--- src/rtl/sd_dac_pkg.sv ---
// Shared types and constants for the sigma-delta DAC sample scheduler.
// State encoding is visible on o_state, so the values are fixed.
package sd_dac_pkg;

  localparam int DATA_W_DEF = 16;
  localparam logic [DATA_W_DEF-1:0] MIDSCALE = 16'h8000;

  typedef enum logic [1:0] {
    IDLE  = 2'd0,
    PRIME = 2'd1,
    RUN   = 2'd2,
    DRAIN = 2'd3
  } state_t;

endpackage

--- src/rtl/sd_dac_sample_fifo.sv ---
// Small synchronous sample FIFO with register storage and a combinational head.
// Pointers carry one extra MSB so full and empty are told apart without a counter.
module sd_dac_sample_fifo #(
  parameter  int DATA_W = 16,
  parameter  int DEPTH  = 8,
  localparam int AW     = $clog2(DEPTH)
) (
  input  logic              clk,
  input  logic              rst_n,
  input  logic              push,
  input  logic              pop,
  input  logic              flush,
  input  logic [DATA_W-1:0] wdata,
  output logic [DATA_W-1:0] rdata,
  output logic              full,
  output logic              empty,
  output logic [AW:0]       count
);

  logic [AW:0]       wr_ptr_reg;
  logic [AW:0]       rd_ptr_reg;
  logic [DATA_W-1:0] mem [DEPTH];
  logic              do_push;
  logic              do_pop;

  assign do_push = push && !full;
  assign do_pop  = pop && !empty;
  assign empty   = (wr_ptr_reg == rd_ptr_reg);
  assign full    = (wr_ptr_reg[AW] != rd_ptr_reg[AW]) &&
                   (wr_ptr_reg[AW-1:0] == rd_ptr_reg[AW-1:0]);
  assign count   = wr_ptr_reg - rd_ptr_reg;
  assign rdata   = mem[rd_ptr_reg[AW-1:0]];

  always_ff @(posedge clk or negedge rst_n) begin
    if (!rst_n) begin
      wr_ptr_reg <= '0;
      rd_ptr_reg <= '0;
    end else if (flush) begin
      wr_ptr_reg <= '0;
      rd_ptr_reg <= '0;
    end else begin
      if (do_push) wr_ptr_reg <= wr_ptr_reg + (AW+1)'(1);
      if (do_pop)  rd_ptr_reg <= rd_ptr_reg + (AW+1)'(1);
    end
  end

  for (genvar gi = 0; gi < DEPTH; gi++) begin : g_entry
    logic [DATA_W-1:0] entry_reg;
    always_ff @(posedge clk) begin
      if (do_push && (wr_ptr_reg[AW-1:0] == AW'(gi))) entry_reg <= wdata;
    end
    assign mem[gi] = entry_reg;
  end

endmodule

--- src/rtl/sd_dac_sample_scheduler.sv ---
// Paces a valid/ready sample stream into the second_order_dac at a programmable
// sample period, with midscale pre-fill, underrun flagging and ramped shutdown.
module sd_dac_sample_scheduler
  import sd_dac_pkg::*;
#(
  parameter int DATA_W     = DATA_W_DEF,
  parameter int FIFO_DEPTH = 8,
  parameter int DIV_W      = 12,
  parameter int RAMP_STEP  = 256
) (
  input  logic              i_clk,
  input  logic              i_res,
  input  logic              i_enable,
  input  logic [DIV_W-1:0]  i_div,
  input  logic              i_s_valid,
  output logic              o_s_ready,
  input  logic [DATA_W-1:0] i_s_data,
  output logic              o_ce,
  output logic [DATA_W-1:0] o_func,
  output logic              o_sample_strobe,
  output logic              o_underrun,
  input  logic              i_clr_underrun,
  output logic [1:0]        o_state
);

  localparam int                AW       = $clog2(FIFO_DEPTH);
  localparam logic [AW:0]       HALF     = (AW+1)'(FIFO_DEPTH / 2);
  localparam logic [DATA_W-1:0] MID      = {1'b1, {(DATA_W-1){1'b0}}};
  localparam logic [DATA_W:0]   MID_EXT  = {1'b0, MID};
  localparam logic [DATA_W:0]   STEP_EXT = (DATA_W+1)'(RAMP_STEP);

  state_t            state_reg, state_next;
  logic [DIV_W-1:0]  cnt_reg, cnt_next;
  logic [DATA_W-1:0] func_reg, func_next;
  logic              underrun_reg, underrun_next;
  logic              strobe_reg;

  logic              tick, push, pop, flush;
  logic              fifo_full, fifo_empty;
  logic [DATA_W-1:0] fifo_rdata;
  logic [AW:0]       fifo_count;
  logic [DATA_W:0]   func_ext, ramp_up;
  logic [DATA_W-1:0] ramp_dn;

  // i_div is compared live, so shrinking it below cnt_reg fires on the next cycle.
  assign tick     = (state_reg != IDLE) && (cnt_reg >= i_div);
  assign cnt_next = ((state_reg == IDLE) || tick) ? '0 : cnt_reg + DIV_W'(1);

  assign o_s_ready = i_res && !fifo_full && (state_reg != DRAIN);
  assign push      = i_s_valid && o_s_ready;
  assign pop       = (state_reg == RUN) && tick && !fifo_empty;
  assign flush     = (state_reg == DRAIN);

  assign func_ext = {1'b0, func_reg};
  assign ramp_up  = func_ext + STEP_EXT;
  assign ramp_dn  = func_reg - DATA_W'(RAMP_STEP);

  sd_dac_sample_fifo #(
    .DATA_W (DATA_W),
    .DEPTH  (FIFO_DEPTH)
  ) u_fifo (
    .clk   (i_clk),
    .rst_n (i_res),
    .push  (push),
    .pop   (pop),
    .flush (flush),
    .wdata (i_s_data),
    .rdata (fifo_rdata),
    .full  (fifo_full),
    .empty (fifo_empty),
    .count (fifo_count)
  );

  always_comb begin
    state_next    = state_reg;
    func_next     = func_reg;
    underrun_next = underrun_reg && !i_clr_underrun;
    case (state_reg)
      IDLE: begin
        func_next = MID;
        if (i_enable) state_next = PRIME;
      end
      PRIME: begin
        func_next = MID;
        if (!i_enable) state_next = IDLE;
        else if (tick && (fifo_count >= HALF)) state_next = RUN;
      end
      RUN: begin
        if (pop) func_next = fifo_rdata;
        if (tick && fifo_empty) underrun_next = 1'b1;
        if (!i_enable) state_next = DRAIN;
      end
      DRAIN: begin
        // Step toward midscale, clamping the last step so it never overshoots.
        if (tick) begin
          if (func_ext > MID_EXT) begin
            func_next = (func_ext >= MID_EXT + STEP_EXT) ? ramp_dn : MID;
          end else if (func_ext < MID_EXT) begin
            func_next = (ramp_up <= MID_EXT) ? ramp_up[DATA_W-1:0] : MID;
          end else begin
            state_next = IDLE;
          end
        end
      end
      default: state_next = IDLE;
    endcase
  end

  always_ff @(posedge i_clk or negedge i_res) begin
    if (!i_res) begin
      state_reg    <= IDLE;
      cnt_reg      <= '0;
      func_reg     <= MID;
      underrun_reg <= 1'b0;
      strobe_reg   <= 1'b0;
    end else begin
      state_reg    <= state_next;
      cnt_reg      <= cnt_next;
      func_reg     <= func_next;
      underrun_reg <= underrun_next;
      strobe_reg   <= pop;
    end
  end

  assign o_ce            = (state_reg != IDLE);
  assign o_func          = func_reg;
  assign o_sample_strobe = strobe_reg;
  assign o_underrun      = underrun_reg;
  assign o_state         = state_reg;

endmodule

--- config.mk ---
export PLATFORM = sky130hd
export DESIGN_NAME = sd_dac_sample_scheduler
export DESIGN_NICKNAME = d
export VERILOG_FILES = /design/src/rtl/sd_dac_pkg.sv /design/src/rtl/sd_dac_sample_fifo.sv /design/src/rtl/sd_dac_sample_scheduler.sv
export SDC_FILE = /design/constraint.sdc
export NUM_CORES = 1
export LEC_CHECK = 0
export CAP_MARGIN = 20
export CORE_AREA = 8 8 123 125
export DETAILED_ROUTE_END_ITERATION = 6
export DIE_AREA = 0 0 131 133
export PLACE_DENSITY_LB_ADDON = 0.2
export SYNTH_ARGS = -nofsm -noshare
export SYNTH_HDL_FRONTEND = slang
export SYNTH_SLANG_ARGS = --single-unit
--- constraint.sdc ---
create_clock -name i_clk -period 3.2 [get_ports i_clk]
set_input_delay 0.48 -clock i_clk [delete_from_list [all_inputs] [get_ports i_clk]]
set_output_delay 0.48 -clock i_clk [all_outputs]
set_load 0.02 [all_outputs]
==> results.json, run 1 <==
{
  "wirelength_um": 15600,
  "start_kind": "flip-flop",
  "first_pass_iters": 4,
  "fp.coreArea_um2": 13100,
  "path_delay_family": "simple AND/OR/NAND/NOR gates",
  "num_rows": 42,
  "hold_viol": 0,
  "yosysUniqueCellTypes": 52,
  "drt_iter0_markers": 304,
  "grt_pass1_wl_um": 24500,
  "hold_path.class": "in -> async",
  "largest_reg_flops": 128,
  "clk_pin_slew_worst_paths_ns": 0.06,
  "cp.required_ns": 3.51,
  "leakagePower_uw": 0.00339,
  "viasPerCell": 5.82,
  "fmax_ghz": 0.360,
  "finish.net_count": 635,
  "antenna_found_initial": 0,
  "slowest_stage": "or4_1",
  "routed-via-count": 4451,
  "cts_setup_buffers": 0,
  "antenna_left": 0,
  "area_delta_synth_final_pct": 17.8,
  "ys_top_cells_by_area": "edfxtp_1, dfrtp_1, mux4_2",
  "grtUsageTotal_pct": 18.9,
  "dp_hpwl_um": 9750,
  "setup_tns_ns": 0,
  "pin_count": 55,
  "cts_resized": 0,
  "post-synth-top-area-cell": "edfxtp_1",
  "ys_ff_latch": 168,
  "min_period_over_period_pct": 86.9,
  "max_cap_viol_count": 0,
  "cp_data_arrival_time_ns": 3.09,
  "syn_area_um2": 7580,
  "postLayoutCellArea_um2": 8930,
  "drc": 0,
  "pre_cts_slack_ns": 0.244,
  "postSynthCellCount": 506,
  "htree_levels": 4,
  "grt-ovfl-total": 0,
  "cts_hold_buf": 0,
  "tightest_slew_ns": 1.08,
  "finalMaxSlewViolations": 0,
  "finClkSkew_ns": 0.00979,
  "yosysWarnings": 0,
  "diodes": 0,
  "yosysSeqAreaShare_pct": 64.0,
  "synth_ff_type": "edfxtp_1",
  "grt_pass1_vias": 4524,
  "min_period_ns": 2.78,
  "synth_fp_nets": 565,
  "clock_latency_ns": 0.42,
  "synth-edff-count": 128,
  "crit_path_end_kind": "flip-flop",
  "cts_sinks": 168,
  "die_x_um": 131,
  "placed_area_um2": 8350,
  "drive_above_1_share_pct": 17.3,
  "clockRootBuffer": "clkbuf_16",
  "maxSlewHeadroom_pct": 27.9,
  "avgSynthCellArea_um2": 15.0,
  "worstSetupPathType": "reg -> reg",
  "critPathMaxStageDelay_ns": 0.53,
  "portBuffers": 54,
  "dp.cells": 733,
  "wl_per_cell_um": 20.3,
  "path_buf_inv": 1,
  "grt_max_degree": 41,
  "dieArea_um2": 17400,
  "status": "finished, final reports clean",
  "ir_worst_vdd_mv": 0.388,
  "setup_viol": 0,
  "async_flop_share_pct": 23.8,
  "finalWeightedCongestion": 0.843,
  "fin_cells": 765,
  "path_max_fanout": 8,
  "rsz0062_at_grt": "no",
  "crit_chain": "or4_1 -> nor2_1 -> nand3_1 -> a2111oi_4 -> o211a_4 -> nor3_4 -> buf_4 -> mux2_4",
  "p_per_area_nw_per_um2": 567,
  "cts_tree": "done",
  "fp.dieH_um": 133,
  "yosys.area.top_type_share_pct": 50.7,
  "layout_setup_ws_ns": 0.420,
  "clockBufferDepth": 2,
  "cts-buffers-inserted": 17,
  "start_util_pct": 57.9
}
==> power breakdown <==
group | total [µW] | switching (µW) | internal [µW]
combinational | 505 | 300 | 205
clock | 1980 | 827 | 1150
sequential | 2580 | 74.7 | 2510
total | 5060 | 1200 | 3860
==> cells in the final DEF, fill, tap and decap left out, drive strengths merged, types with 9 or more instances in the layout <==
cell             n
edfxtp         128
and3            18
nand3           15
nor2            29
nand2           44
ha              26
xor2            10
inv             29
xnor2           14
clkbuf          18
dfrtp           39
mux4            32
clkdlybuf4s50   53
mux2             9
buf             19
a21oi           27
==> path summary, 6_finish.rpt <==
check | from | end | slack, ns | cells after the start
max | o_func[4]$_DFFE_PN0P_ | o_func[2]$_DFFE_PN0P_ | 0.42 | 8
min in group i_clk | cnt_reg[0]$_DFF_PN0_ | cnt_reg[0]$_DFF_PN0_ | 0.51 | 1
max in group asynchronous | i_res | u_fifo.rd_ptr_reg[0]$_DFFE_PN0P_ | 2.62 | 2
min reg2reg | cnt_reg[0]$_DFF_PN0_ | cnt_reg[0]$_DFF_PN0_ | 0.51 | 1
max reg2reg | o_func[4]$_DFFE_PN0P_ | o_func[2]$_DFFE_PN0P_ | 0.42 | 8
min | i_res | cnt_reg[8]$_DFF_PN0_ | 0.18 | 2
==> cell families (layout without fill, tap and decap cells) <==
| group | Yosys count | after routing | share of synthesized area [%] |
|---|---|---|---|
| and+or+nand+nor | 129 | 129 | 8.42 |
| DFF | 168 | 168 | 64.0 |
| adders and majority gates | 26 | 26 | 4.29 |
| AOI/OAI and AO/OA | 65 | 65 | 5.75 |
| muxes | 46 | 46 | 11.9 |
| xor gates and xnor gates | 24 | 24 | 2.77 |
| buffers and inverters | 48 | 131 | 2.91 |
==> synthesized netlist by cell type (all sizes together) (5+ instances only) <==
cell type	instances
mux4	32
xnor2	14
a31oi	6
nand4	5
and3	18
dfrtp	39
nand2	44
clkbuf	14
mux2	9
o21ai	7
xor2	10
nor3	5
nand3	15
edfxtp	128
nor2	29
mux2i	5
a21oi	27
ha	26
o22ai	5
buf	7
inv	26
==> routing by layer <==
layer  global-route usage (%)  wire length [µm]
met5                        0                 0
met4                     7.21               209
met3                     3.94              1010
met2                     30.6              7760
met1                     24.2              6570
==> final cells by class <==
class | count | area [µm²]
tap | 176 | 220
inverter | 27 | 101
fill | 905 | 4160
timing repair buffer | 72 | 671
multi-input combinational | 290 | 2510
clock buffer | 18 | 429
sequential | 168 | 4850
clock inverter | 14 | 148
==> per-stage QoR <==
stage	utilization, %	hold slack, ns	total power (µW)
2_1_floorplan	-	0.184	2900
3_3_place_gp	63.8	0.498	3100
3_5_place_dp	63.8	0.504	3120
4_1_cts	68.2	0.199	5100
5_1_grt	68.2	0.220	5230
6_report	68.2	0.180	5060
No activity file was read; power rests on OpenSTA's default activity.
==> inputs of run 2 (changes only) <==
--- a/config.mk
+++ b/config.mk
@@ -6,9 +6,9 @@
 export NUM_CORES = 1
 export LEC_CHECK = 0
 export CAP_MARGIN = 20
-export CORE_AREA = 8 8 123 125
+export CORE_AREA = 10 10 125 127
 export DETAILED_ROUTE_END_ITERATION = 6
-export DIE_AREA = 0 0 131 133
+export DIE_AREA = 0 0 135 137
 export PLACE_DENSITY_LB_ADDON = 0.2
 export SYNTH_ARGS = -nofsm -noshare
 export SYNTH_HDL_FRONTEND = slang
==> run 2 against run 1 <==
Final area is 0.38% higher; clock skew fell by 0.0012 ns; clock power rose by 3%; largest cell class unchanged; via count decreased by 1.3%.
==> results.json, run 2 (same netlist as run 1, synthesis figures left out) <==
{
  "grt_pass1_wl_um": 24900,
  "fp.dieH_um": 137,
  "setup_tns_ns": 0,
  "fin_cells": 763,
  "pre_cts_slack_ns": 0.210,
  "finish.net_count": 633,
  "grt_pass1_vias": 4687,
  "hold_viol": 0,
  "fp.coreArea_um2": 13100,
  "cts_hold_buf": 0,
  "diodes": 0,
  "p_per_area_nw_per_um2": 571,
  "largest_reg_flops": 128,
  "min_period_ns": 2.78,
  "antenna_left": 0,
  "cts_sinks": 168,
  "die_x_um": 135,
  "dp_hpwl_um": 10100,
  "drive_above_1_share_pct": 16.4,
  "clockRootBuffer": "clkbuf_16",
  "finClkSkew_ns": 0.00863,
  "slowest_stage": "or4_4",
  "area_delta_synth_final_pct": 18.3,
  "routed-via-count": 4392,
  "cts_resized": 0,
  "grt-ovfl-total": 0,
  "rsz0062_at_grt": "no",
  "path_delay_family": "compound AO/OA/AOI/OAI gates",
  "viasPerCell": 5.76,
  "cp.required_ns": 3.50,
  "maxSlewHeadroom_pct": 27.7,
  "clock_latency_ns": 0.42,
  "start_util_pct": 57.9,
  "leakagePower_uw": 0.00339,
  "cts-buffers-inserted": 17,
  "final_common_cell": "edfxtp_1",
  "drt_iter0_markers": 347,
  "first_pass_iters": 4,
  "crit_path_end_kind": "flip-flop",
  "cts_setup_buffers": 0,
  "grt_max_degree": 41,
  "wl_per_cell_um": 20.0,
  "fmax_ghz": 0.360,
  "pin_count": 55,
  "cp_data_arrival_time_ns": 3.08,
  "drc": 0,
  "portBuffers": 54,
  "crit_chain": "ha_1 -> or4_4 -> a2111oi_4 -> o211a_4 -> nor3_4 -> buf_4 -> mux2_4",
  "num_rows": 42,
  "use_met1_pct": 21.2,
  "htree_levels": 4,
  "path_buf_inv": 1,
  "hold_path.class": "in -> async",
  "min_period_over_period_pct": 86.9,
  "finalMaxSlewViolations": 0,
  "ir_worst_vdd_mv": 0.358,
  "grt_util_met2_pct": 29.5,
  "dieArea_um2": 18500,
  "cts_tree": "done",
  "busiest_layer": "met2",
  "finalWeightedCongestion": 0.833,
  "max_cap_viol_count": 0,
  "setup_viol": 0,
  "antenna_found_initial": 0,
  "layout_setup_ws_ns": 0.419,
  "mostFrequentLayoutCells": "edfxtp_1, clkdlybuf4s50_1, nand2_1, dfrtp_1, mux4_2",
  "use_met3_pct": 4.66,
  "critPathMaxStageDelay_ns": 0.52,
  "grtUsageTotal_pct": 17.7,
  "start_kind": "flip-flop",
  "clk_pin_slew_worst_paths_ns": 0.06,
  "dp.cells": 731,
  "worstSetupPathType": "reg -> reg",
  "clockBufferDepth": 2,
  "wirelength_um": 15300,
  "tightest_slew_ns": 1.08,
  "path_max_fanout": 9,
  "status": "finished, final reports clean"
}
[run 2: cell count changes in the layout (fill, tap and decap cells not counted)]
cell | previous run | this run
clkinv_1 | 2 | 3
clkbuf_1 | 1 | 4
clkinv_2 | 3 | 1
inv_6 | 2 | 1
buf_12 | 0 | 3
bufinv_16 | 2 | 3
buf_4 | 18 | 13
clkinvlp_4 | 3 | 1
[run 2: worst paths after layout]
kind                                       start                          endpoint  slack [ns]  cells after the start
min in group i_clk          cnt_reg[0]$_DFF_PN0_              cnt_reg[0]$_DFF_PN0_        0.52                      1
setup reg to reg           o_func[8]$_DFFE_PN0P_             o_func[6]$_DFFE_PN0P_        0.42                      7
hold reg to reg             cnt_reg[0]$_DFF_PN0_              cnt_reg[0]$_DFF_PN0_        0.52                      1
max in group asynchronous                  i_res  u_fifo.rd_ptr_reg[0]$_DFFE_PN0P_        2.64                      2
setup / recovery           o_func[8]$_DFFE_PN0P_             o_func[6]$_DFFE_PN0P_        0.42                      7
hold / removal                             i_res              cnt_reg[6]$_DFF_PN0_        0.16                      2
[run 2: worst register-to-register path: cells and delay by family, from the launching register on]
kind / cells / cell delay [ns]
buffers and inverters: 1 / 0.23
AND/OR/NAND/NOR: 2 / 0.56
AO/OA/AOI/OAI: 2 / 0.68
flip-flops: 1 / 0.50
adder cells (fa/ha/maj): 1 / 0.36
multiplexers: 1 / 0.31
[run 2: layout make-up]
cell class              count  area [µm²]
flip-flops and latches    168        4850
fillers                   907        4120
multi-input cells         290        2510
repair buffers             70         693
clock buffers              21         440
well taps                 176         220
clock inverters            11         148
inverters                  27         101
[run 2: per-stage QoR]
step / hold WS, ns / instance area, µm² / power [µW] / util [%]
after CTS: 0.182 / 8960 / 5150 / 68.5
after global placement: 0.505 / 8370 / 3110 / 64.0
after floorplan: 0.184 / 7580 / 2900 / -
after global routing: 0.217 / 8960 / 5320 / 68.5
after detailed placement: 0.516 / 8370 / 3140 / 64.0
final: 0.160 / 8960 / 5120 / 68.5
[run 2: per-layer routing]
| layer | wire length (µm) | part of all wire [%] |
|---|---|---|
| met5 | 0 | 0 |
| met4 | 293 | 1.9 |
| met3 | 1180 | 7.7 |
| met2 | 7590 | 50 |
| met1 | 6210 | 41 |
[run 2: where the power goes]
part	internal, µW	switching [µW]	total [µW]
sequential	2510	69.9	2570
clock	1230	798	2030
combinational	213	300	513
total	3950	1170	5120
==> inputs of run 3 (changes only) <==
==> constraint.sdc (replaced) <==
create_clock -name i_clk -period 3.1 [get_ports i_clk]
set_input_delay 0.465 -clock i_clk [delete_from_list [all_inputs] [get_ports i_clk]]
set_output_delay 0.465 -clock i_clk [all_outputs]
set_load 0.02 [all_outputs]
==> run 3 against run 2 <==
Clock-buffer cell count did not move; combinational power rose by 5.3%; worst setup slack got worse by 0.039 ns; critical endpoint is now o_func[4]$_DFFE_PN0P_; largest cell class unchanged; largest power group unchanged; highest routed layer unchanged.
==> results.json, run 3 (same netlist as run 1, synthesis figures left out) <==
{
  "status": "finished, final reports clean",
  "grt_pass1_wl_um": 24900,
  "fp.dieH_um": 137,
  "min_period_ns": 2.72,
  "dp_hpwl_um": 9870,
  "first_pass_iters": 4,
  "cts_sinks": 168,
  "drt_iter0_markers": 347,
  "finish.net_count": 635,
  "finalMaxSlewViolations": 0,
  "cts_setup_buffers": 0,
  "finClkSkew_ns": 0.00615,
  "setup_tns_ns": 0,
  "cts_tree": "done",
  "p_per_area_nw_per_um2": 596,
  "clockBufferDepth": 2,
  "ir_worst_vdd_mv": 0.459,
  "cts_hold_buf": 0,
  "grtUsageTotal_pct": 17.9,
  "rsz0062_at_grt": "no",
  "area_delta_synth_final_pct": 19.1,
  "setup_viol": 0,
  "dieArea_um2": 18500,
  "finalWeightedCongestion": 0.822,
  "clock_latency_ns": 0.42,
  "drc": 0,
  "viasPerCell": 5.80,
  "fmax_ghz": 0.368,
  "grt-ovfl-total": 0,
  "start_kind": "flip-flop",
  "r2r_slack_ns": 0.38,
  "hold_viol": 0,
  "crit_chain": "or4_1 -> nor2_1 -> nand3_1 -> a2111oi_4 -> o211a_4 -> nor3_4 -> buf_12 -> mux2_4",
  "diodes": 0,
  "final_common_cell": "edfxtp_1",
  "grt_pass1_vias": 4574,
  "pin_count": 55,
  "cts_resized": 0,
  "layout_setup_ws_ns": 0.380,
  "antenna_left": 0,
  "leakagePower_uw": 0.00342,
  "start_util_pct": 57.9,
  "mostFrequentLayoutCells": "edfxtp_1, clkdlybuf4s50_1, nand2_1, dfrtp_1, mux4_2",
  "tightest_slew_ns": 1.06,
  "wirelength_um": 15800,
  "worstSetupPathType": "reg -> reg",
  "max_cap_viol_count": 0,
  "num_rows": 42,
  "slowest_stage": "or4_1",
  "antenna_found_initial": 0,
  "pre_cts_slack_ns": 0.134,
  "wl_per_cell_um": 20.6,
  "maxSlewHeadroom_pct": 28.9,
  "portBuffers": 54,
  "cp_data_arrival_time_ns": 3.03,
  "r2r_cells": 8,
  "drive_above_1_share_pct": 16.8,
  "die_x_um": 135,
  "cts-buffers-inserted": 17,
  "min_period_over_period_pct": 87.7,
  "grt_max_degree": 41,
  "path_max_fanout": 8,
  "fp.coreArea_um2": 13100,
  "critPathMaxStageDelay_ns": 0.53,
  "crit_path_end_kind": "flip-flop",
  "clk_pin_slew_worst_paths_ns": 0.06,
  "largest_reg_flops": 128,
  "htree_levels": 4,
  "cp.required_ns": 3.41,
  "clockRootBuffer": "clkbuf_16",
  "routed-via-count": 4438,
  "hold_path.class": "in -> async"
}
## run 3: metrics by stage
step           hold slack, ns  cells  area [µm²]  utilization [%]  total power, µW
2_1_floorplan           0.169    506        7580                -             2990
3_3_place_gp            0.503    733        8410             64.3             3220
3_5_place_dp            0.516    733        8410             64.3             3240
4_1_cts                 0.179    765        9030             69.0             5400
5_1_grt                 0.196    765        9030             69.0             5580
6_report                0.156    765        9030             69.0             5380
## run 3: where the power goes
part           internal [µW]  switching, µW  total (µW)
logic                    222            318         540
clock network           1350            828        2180
registers               2590           72.1        2660
## run 3: final timing paths
check | start | end
max | o_func[4]$_DFFE_PN0P_ | o_func[4]$_DFFE_PN0P_
min | i_res | cnt_reg[7]$_DFF_PN0_
max reg2reg | o_func[4]$_DFFE_PN0P_ | o_func[4]$_DFFE_PN0P_
min reg2reg | cnt_reg[0]$_DFF_PN0_ | cnt_reg[0]$_DFF_PN0_
max in group asynchronous | i_res | u_fifo.rd_ptr_reg[0]$_DFFE_PN0P_
min in group i_clk | cnt_reg[0]$_DFF_PN0_ | cnt_reg[0]$_DFF_PN0_
## run 3: critical path: cells and delay by family, from the launching register on
kind,cells,cell delay (ns)
and+or+nand+nor,4,1.16
AOI/OAI and AO/OA,2,0.54
DFF,1,0.42
muxes,1,0.29
buffers and inverters,1,0.19
## run 3: cell type report
type,instances,area [µm²]
well taps,176,220
clock buffers,21,440
fillers,876,4060
inverters,27,101
repair buffers,72,733
flip-flops and latches,168,4850
clock inverters,11,173
multi-input cells,290,2510
## run 3: routing by layer
metal,part of all wire (%),up-vias,GRT usage (%)
li1,-,2048,-
met1,43,2213,22.4
met2,49,145,29.0
met3,6.2,32,4.69
met4,2.2,0,7.95
met5,0,-,0
